**config.mk**
```make
export PLATFORM = sky130hd
export DESIGN_NAME = key_step_gen
export DESIGN_NICKNAME = d
export VERILOG_FILES = /design/src/rtl/key_step_gen.sv
export SDC_FILE = /design/constraint.sdc
export NUM_CORES = 1
export LEC_CHECK = 0
export BUFFER_PORTS_ARGS = -buffer_cell sky130_fd_sc_hd__buf_2
export CELL_PAD_IN_SITES_DETAIL_PLACEMENT = 1
export CELL_PAD_IN_SITES_GLOBAL_PLACEMENT = 2
export CORE_MARGIN = 5
export CORE_UTILIZATION = 35
export CTS_CLUSTER_SIZE = 30
export DETAILED_ROUTE_END_ITERATION = 8
export GPL_ROUTABILITY_DRIVEN = 0
export GPL_TIMING_DRIVEN = 0
export HOLD_SLACK_MARGIN = 0.03
export PLACE_DENSITY_LB_ADDON = 0.1
export SLEW_MARGIN = 20
export SYNTH_ARGS = -nofsm -noshare
export SYNTH_HDL_FRONTEND = slang
export SYNTH_SLANG_ARGS = --single-unit
export TNS_END_PERCENT = 1
```
**constraint.sdc**
```tcl
create_clock -name CLK -period 2.27 [get_ports CLK]
set_input_delay 0 -clock CLK [delete_from_list [all_inputs] [get_ports CLK]]
set_output_delay 0 -clock CLK [all_outputs]
set_load 0.01 [all_outputs]
```
**src/rtl/key_step_gen.sv**
```systemverilog
// Purpose : debounce a raw push-button and emit one-cycle step pulses, with optional auto-repeat while held.
// Latency : 2-flop synchronizer + DEBOUNCE_CYCLES + 1 edges from first sampled press to oStep/oPressed (registered).
// Backpr. : none; oStep is a fire-and-forget strobe, the downstream counter must accept every pulse.
module key_step_gen #(
    parameter int DEBOUNCE_CYCLES = 1_000_000,
    parameter int REPEAT_DELAY    = 50_000_000,
    parameter int REPEAT_PERIOD   = 10_000_000,
    parameter int CNT_W           = 26
) (
    input  logic CLK,
    input  logic rst_n,
    input  logic iKey,
    input  logic iRepeatEn,
    output logic oStep,
    output logic oPressed
);

    typedef enum logic [2:0] {
        S_IDLE       = 3'd0,
        S_PRESS_DB   = 3'd1,
        S_HELD       = 3'd2,
        S_REPEAT     = 3'd3,
        S_RELEASE_DB = 3'd4
    } state_t;

    // Terminal counts: the timer counts 0..N-1, so expiry is detected at N-1.
    localparam logic [CNT_W-1:0] L_DB_LAST  = CNT_W'(DEBOUNCE_CYCLES - 1);
    localparam logic [CNT_W-1:0] L_RD_LAST  = CNT_W'(REPEAT_DELAY - 1);
    localparam logic [CNT_W-1:0] L_RP_LAST  = CNT_W'(REPEAT_PERIOD - 1);
    localparam logic [CNT_W-1:0] L_CNT_ZERO = '0;
    localparam logic [CNT_W-1:0] L_CNT_ONE  = CNT_W'(1);

    logic             r_sync1;
    logic             r_sync2;
    state_t           r_state;
    logic [CNT_W-1:0] r_timer;
    logic             r_step;
    logic             r_pressed;
    logic             w_key_s;

    // Two-flop synchronizer bringing the asynchronous key into the CLK domain.
    always_ff @(posedge CLK or negedge rst_n) begin
        if (!rst_n) begin
            r_sync1 <= 1'b0;
            r_sync2 <= 1'b0;
        end else begin
            r_sync1 <= iKey;
            r_sync2 <= r_sync1;
        end
    end

    assign w_key_s = r_sync2;

    // Debounce / repeat FSM; a released key (key_s=0) always wins over timer expiry.
    always_ff @(posedge CLK or negedge rst_n) begin
        if (!rst_n) begin
            r_state   <= S_IDLE;
            r_timer   <= L_CNT_ZERO;
            r_step    <= 1'b0;
            r_pressed <= 1'b0;
        end else begin
            r_step <= 1'b0;
            case (r_state)
                S_IDLE: begin
                    if (w_key_s) begin
                        r_state <= S_PRESS_DB;
                        r_timer <= L_CNT_ZERO;
                    end
                end

                S_PRESS_DB: begin
                    if (!w_key_s) begin
                        // Bounce: the key dropped before it was stable long enough.
                        r_state <= S_IDLE;
                        r_timer <= L_CNT_ZERO;
                    end else if (r_timer == L_DB_LAST) begin
                        r_state   <= S_HELD;
                        r_timer   <= L_CNT_ZERO;
                        r_step    <= 1'b1;
                        r_pressed <= 1'b1;
                    end else begin
                        r_timer <= r_timer + L_CNT_ONE;
                    end
                end

                S_HELD: begin
                    if (!w_key_s) begin
                        r_state <= S_RELEASE_DB;
                        r_timer <= L_CNT_ZERO;
                    end else if (!iRepeatEn) begin
                        // Repeat delay only accumulates while repeat is enabled.
                        r_timer <= L_CNT_ZERO;
                    end else if (r_timer == L_RD_LAST) begin
                        r_state <= S_REPEAT;
                        r_timer <= L_CNT_ZERO;
                        r_step  <= 1'b1;
                    end else begin
                        r_timer <= r_timer + L_CNT_ONE;
                    end
                end

                S_REPEAT: begin
                    if (!w_key_s) begin
                        r_state <= S_RELEASE_DB;
                        r_timer <= L_CNT_ZERO;
                    end else if (!iRepeatEn) begin
                        r_state <= S_HELD;
                        r_timer <= L_CNT_ZERO;
                    end else if (r_timer == L_RP_LAST) begin
                        r_timer <= L_CNT_ZERO;
                        r_step  <= 1'b1;
                    end else begin
                        r_timer <= r_timer + L_CNT_ONE;
                    end
                end

                S_RELEASE_DB: begin
                    if (w_key_s) begin
                        // Release bounce: back to HELD silently, repeat delay restarts.
                        r_state <= S_HELD;
                        r_timer <= L_CNT_ZERO;
                    end else if (r_timer == L_DB_LAST) begin
                        r_state   <= S_IDLE;
                        r_timer   <= L_CNT_ZERO;
                        r_pressed <= 1'b0;
                    end else begin
                        r_timer <= r_timer + L_CNT_ONE;
                    end
                end

                default: begin
                    r_state   <= S_IDLE;
                    r_timer   <= L_CNT_ZERO;
                    r_pressed <= 1'b0;
                end
            endcase
        end
    end

    assign oStep    = r_step;
    assign oPressed = r_pressed;

endmodule

```
# Word level (Yosys, flattened, before mapping)
# Cells that the tools add are included.
dict set report totals {
  ff_bits 33
  in_bits 4
  out_inout_bits 2
  word_cells 65
}
dict set report classes {
  n_addsub 1
  n_eq_ne 17
  n_mux 36
  bitwise 1
  n_reduce_logical 4
}
# operator n
set op_table {}
lappend op_table {{26-bit two-way mux} 10}
lappend op_table {{26-bit case mux with 5 select lines} 1}
lappend op_table {{3-bit two-way mux} 10}
lappend op_table {{26-bit by 1-bit adder with 26-bit output, second input constant} 1}
lappend op_table {{26-bit by 20-bit equality test with 1-bit output, second input constant} 1}
lappend op_table {{26-bit by 24-bit equality test with 1-bit output, second input constant} 1}
lappend op_table {{26-bit equality test, second input constant} 1}
lappend op_table {{3-bit != test, second input constant} 5}
lappend op_table {{3-bit case mux with 5 select lines} 1}
lappend op_table {{1-bit two-way mux} 12}
lappend op_table {{2-bit != test, second input constant} 5}
lappend op_table {{3-bit by 2-bit equality test with 1-bit output, second input constant} 2}
lappend op_table {{1-bit case mux with 3 select lines} 2}
lappend op_table {{6-bit AND reduction} 1}
lappend op_table {{5-bit AND reduction} 1}
lappend op_table {{3-bit by 1-bit equality test with 1-bit output, second input constant} 1}
lappend op_table {{3-bit equality test, second input constant} 1}
lappend op_table {{3-bit logical NOT} 1}
lappend op_table {{3-bit OR reduction} 1}
lappend op_table {{1-bit inverter} 1}

# Longest topological paths before layout
dict set report logic_depth {
  ltp_word 5
  mapped_depth 10
  mapped_depth_nobuf 7
}

# Least setup slack after synthesis
# Ideal clock, no wire load.
dict set report synth_timing {
  path_type {register -> register}
  start {register r_timer[0]}
  end {register r_timer[16]}
  arrival_time_ps 2049
  path_slack_ps 103
  stages_incl_launch_ff 10
  period_less_slack_ps 2167
  cell_sequence {dfrtp_1 ha_1 nor4b_1 nand4_1 o31a_1 nor4bb_1 buf_4 buf_6 o21ai_1 a21o_1}
}
dict set report synth_via {
  elab_chain_cells 5
  word_cells_on_any_way 14
}
# element line_no
set synth_rtl {}
lappend synth_rtl {{start: declaration} 36} ;# logic [CNT_W-1:0] r_timer;
lappend synth_rtl {{start signal: assignment} 82} ;# r_timer <= r_timer + L_CNT_ONE;
lappend synth_rtl {{start signal: assignment} 98} ;# r_timer <= r_timer + L_CNT_ONE;
lappend synth_rtl {{start signal: assignment} 113} ;# r_timer <= r_timer + L_CNT_ONE;
lappend synth_rtl {{26-bit by 1-bit adder with 26-bit output, or another cell as far along} -}
lappend synth_rtl {{26-bit two-way mux, on equally long branches} {109, 93}}
lappend synth_rtl {{26-bit two-way mux, on equally long branches} {106, 90}}
lappend synth_rtl {{26-bit two-way mux, on equally long branches} {103, 87}}
lappend synth_rtl {{26-bit case mux with 5 select lines (*)} 63} ;# case (r_state)
# Mark *: on every way between the ends. The rest lies on a longest branch, timed or not.
# A chain may end at the register's enable or synchronous reset.

# Final worst setup path
dict set report layout_timing {
  start {register r_timer[0]}
  end {register r_timer[20]}
}
# Same word-level chain as after synthesis.

==> out/metrics.csv <==
stage;metric;value;unit
logic_synthesis;ys_types;43;
logic_synthesis;async_reset_ff_frac;1.000;
logic_synthesis;synth.top_cell.area_share;0.4128;
power_and_ir_drop;p_leak;1.061;nW
sta;setup_viol;21;
sta;layout_setup_ws;-0.1081;ns
critical_path;worstPathArrival;2.56;ns
floorplanning;die_area;7328;sq um
critical_path;worstSetupPathType;reg2reg;
finish;n_antenna_cell;0;
run_status;outcome;finished with violations;
logic_synthesis;synth_cells;227;
logic_synthesis;synth-simple-area-share;0.3096;
run_status;violations;setup timing;
worst_hold_path;hold_path.class;in2reg;
route;vias_per_cell;5.908;
clock_tree;numCtsBuffers;5;
power_and_ir_drop;p_comb_frac;0.134;
critical_path;crit_slowest_cell;dfrtp_1;
placement;dp_hpwl;4169;um
logic_synthesis;syn_nets;232;
clock_tree;cts_htree_levels;2;
critical_path;cp_data_required_time;2.45;ns
clock_tree;cts_tree;built;
logic_synthesis;synth_ff_type;dfrtp_1;
critical_path;crit_path_max_fanout;7;
power_and_ir_drop;p_sw;0.3317;mW
critical_path;ff2ff_path_depth;9;
global_route;first_global_vias;2025;
finish;final_common_cell;dfrtp_1;
route;wire_per_inst;18.89;um
logic_synthesis;synth_xor_area_frac;0;
power_and_ir_drop;clock_power_share;0.391;
critical_path;path_delay_family;simple AND/OR/NAND/NOR gates;
clock_tree;clock_sinks;33;
floorplanning;initial_core_util;0.3611;
global_route;grt_pass1_wl;10450;um
power_and_ir_drop;power_density;506.8;nW/um^2
floorplanning;die_width;85.61;um
critical_path;path_cells;ha_4, nor4b_4, nand4_1, o31a_1, nor4bb_1, buf_4, buf_6, o21ai_1, a21o_1;
critical_path;r2r_slack;-0.11;ns
clock_tree;root_buffer;clkbuf_8;
clock_tree;cts.clk_slew.worst_paths;0.07;ns
critical_path;worstSetupEndpointType;register;
global_route;track_usage;0.1808;
clock_tree;clk_path_buf_depth;2;
logic_synthesis;synth_area;2001;sq um
job;cap_violations;0;
placement;placed_area;2122;sq um
sta;fin_crit_sh;1.048;
sta;period_needed;2.378;ns
route;dr.pass1.iters;4;
sta;fmax;420.5;MHz
critical_path;timing.rr.end;r_timer[20];
power_and_ir_drop;power.share.switching;0.2601;
critical_path;rr_startpoint;r_timer[0];
finish;final_cell_mix;27 x dfrtp_1, 22 x o21ai_0, 15 x nand2_1, 15 x buf_4;
route;drt-initial-drc-count;62;
logic_synthesis;avgSynthCellArea;8.814;sq um
floorplanning;die_h;85.61;um
global_route;antenna_found_initial;0;
sta;final_max_slew_viol_count;0;
power_and_ir_drop;seqPwrFrac;0.475;
finish;fin_area;2516;sq um
logic_synthesis;muxShareOfSynthArea;0.01063;
sta;rsz0062_at_grt;yes;
logic_synthesis;yosysTopAreaCell;dfrtp_1;
worst_hold_path;worstHoldStart;iRepeatEn;
clock_tree;clk_latency;0.29;ns
power_and_ir_drop;internal-power;0.9434;mW
global_route;grt_max_degree;34;
finish;drive_gt1_frac;0.2520;
sta;relSlewSlack;0.4935;
worst_hold_path;holdPathStages;4;
worst_hold_path;holdPathEnd;r_state[0];
floorplanning;core_region_area;5540;sq um
sta;totalNegativeSetupSlack;-1.585;ns
logic_synthesis;yosysWarnings;0;
finish;syn_to_final_growth;25.77;%
logic_synthesis;synth_compound_area_frac;0.2014;
floorplanning;rows;27;
logic_synthesis;synth_edf_count;0;
logic_synthesis;synth_area_leaders;dfrtp_1 41%, o21ai_0 5.8%, a21o_1 4.5%;
route;via_count;1926;
critical_path;cpPeakStageDelay;0.40;ns
power_and_ir_drop;vdd_drop_max;0.2728;mV
logic_synthesis;ys_ff_latch;33;
sta;skew;0.004532;ns
global_route;grt_overflow;0;
critical_path;cp-start-kind;register;
logic_synthesis;seq_area_frac_synth;0.4128;
sta;final_hold_viol_count;0;
route;wl;6158;um
floorplanning;ioPinCount;6;
sta;worst_slew_pin_slew;0.7597;ns
placement;io_buffers;5;
route;drtAntennaViolNets;0;
route;drc_errors;0;
logic_synthesis;synth_top_family_by_area;simple AND/OR/NAND/NOR gates;
logic_synthesis;synth-adder-area-share;0.006254;
critical_path;path_buf_inv;2;
finish;layout.nets;258;
## state kept, by name (all words and copies together), names as in the netlist
register  cells
r_timer      26
oStep         1
r_sync1       1
oPressed      1
r_sync2       1
r_state       3
## tightest hold or removal path, cell delays in order
cell     delay (ns)
buf_2          0.11
inv_1          0.05
o31a_1         0.12
o31ai_1        0.06
## routing by layer
layer  vias up  track usage  routed length [um]  share of wire
met3        14      0.03842                 227          0.037
met5         -            0                   0              0
met1       965       0.2293                2832           0.46
met4         0      0.06475                 129          0.021
met2        35       0.3030                2968           0.48
li1        912            -                   -              -
## layout make-up
cell class / instances / area, sq um
Timing Repair Buffer: 23 / 192.7
Multi-Input combinational cell: 171 / 1185
Tap cell: 72 / 90.09
Clock buffer: 7 / 96.34
Inverter: 8 / 30.03
Fill cell: 662 / 3024
Sequential cell: 33 / 833.3
Buffer: 11 / 83.83
Clock inverter: 1 / 5.005
## what timing repair did
action,4_1_cts,5_1_grt
pin swaps,24,8
buffers inserted,8,6
cloned,2,0
hold buffers,2,0
resized for setup,27,9
endpoints found under the hold margin,34,0
endpoints found under the setup margin,26,27
## power by group through the flow
stage	sequential [mW]	combinational [mW]	clock, mW
after floorplan	0.613	0.0697	0
after global placement	0.615	0.112	0
after detailed placement	0.616	0.116	0
after CTS	0.605	0.166	0.514
after global routing	0.607	0.188	0.536
final	0.606	0.170	0.499
## stage by stage
stage	power, mW	util	instances	worst slack, ns	hold WS [ns]
after floorplan	0.6832	-	227	0.1026	-0.2956
after global placement	0.7275	0.3819	304	-0.3325	0.1104
after detailed placement	0.7321	0.3830	304	-0.2330	0.1104
after CTS	1.285	0.4404	320	-0.04515	0.08903
after global routing	1.331	0.4542	326	-0.1790	0.1229
final	1.275	0.4542	326	-0.1081	0.09531
## cell usage after synthesis (3+ instances only)
| library cell | n |
|---|---|
| dfrtp_1 | 33 |
| o21ai_0 | 23 |
| nand2_1 | 15 |
| a21o_1 | 12 |
| nand3_1 | 12 |
| nor2_1 | 12 |
| or3_1 | 11 |
| o21ai_1 | 10 |
| clkbuf_1 | 8 |
| inv_1 | 8 |
| nand4_1 | 7 |
| nor3b_1 | 7 |
| and3_1 | 6 |
| nor4_1 | 6 |
| nor4b_1 | 6 |
| a21oi_1 | 5 |
| nor3_1 | 4 |
| o32ai_1 | 4 |
| buf_6 | 3 |
| or4_1 | 3 |
## cells by family after synthesis
logic type | Yosys count
compound gates | 65
fa+ha+maj | 1
buf+inv | 23
flops | 33
mux | 2
simple gates | 103
## worst max-delay path by stage
stage          startpoint     endpoint  slack, ns  cells after the start
2_1_floorplan  r_timer[0]  r_timer[16]       0.10                      9
3_3_place_gp   r_state[0]  r_timer[17]      -0.33                      5
3_5_place_dp   r_timer[0]   r_timer[2]      -0.23                      9
4_1_cts        r_timer[1]  r_timer[25]      -0.05                      9
5_1_grt        r_timer[0]  r_timer[19]      -0.18                      9
6_report       r_timer[0]  r_timer[20]      -0.11                      9
(Power assumes the default switching activity.)
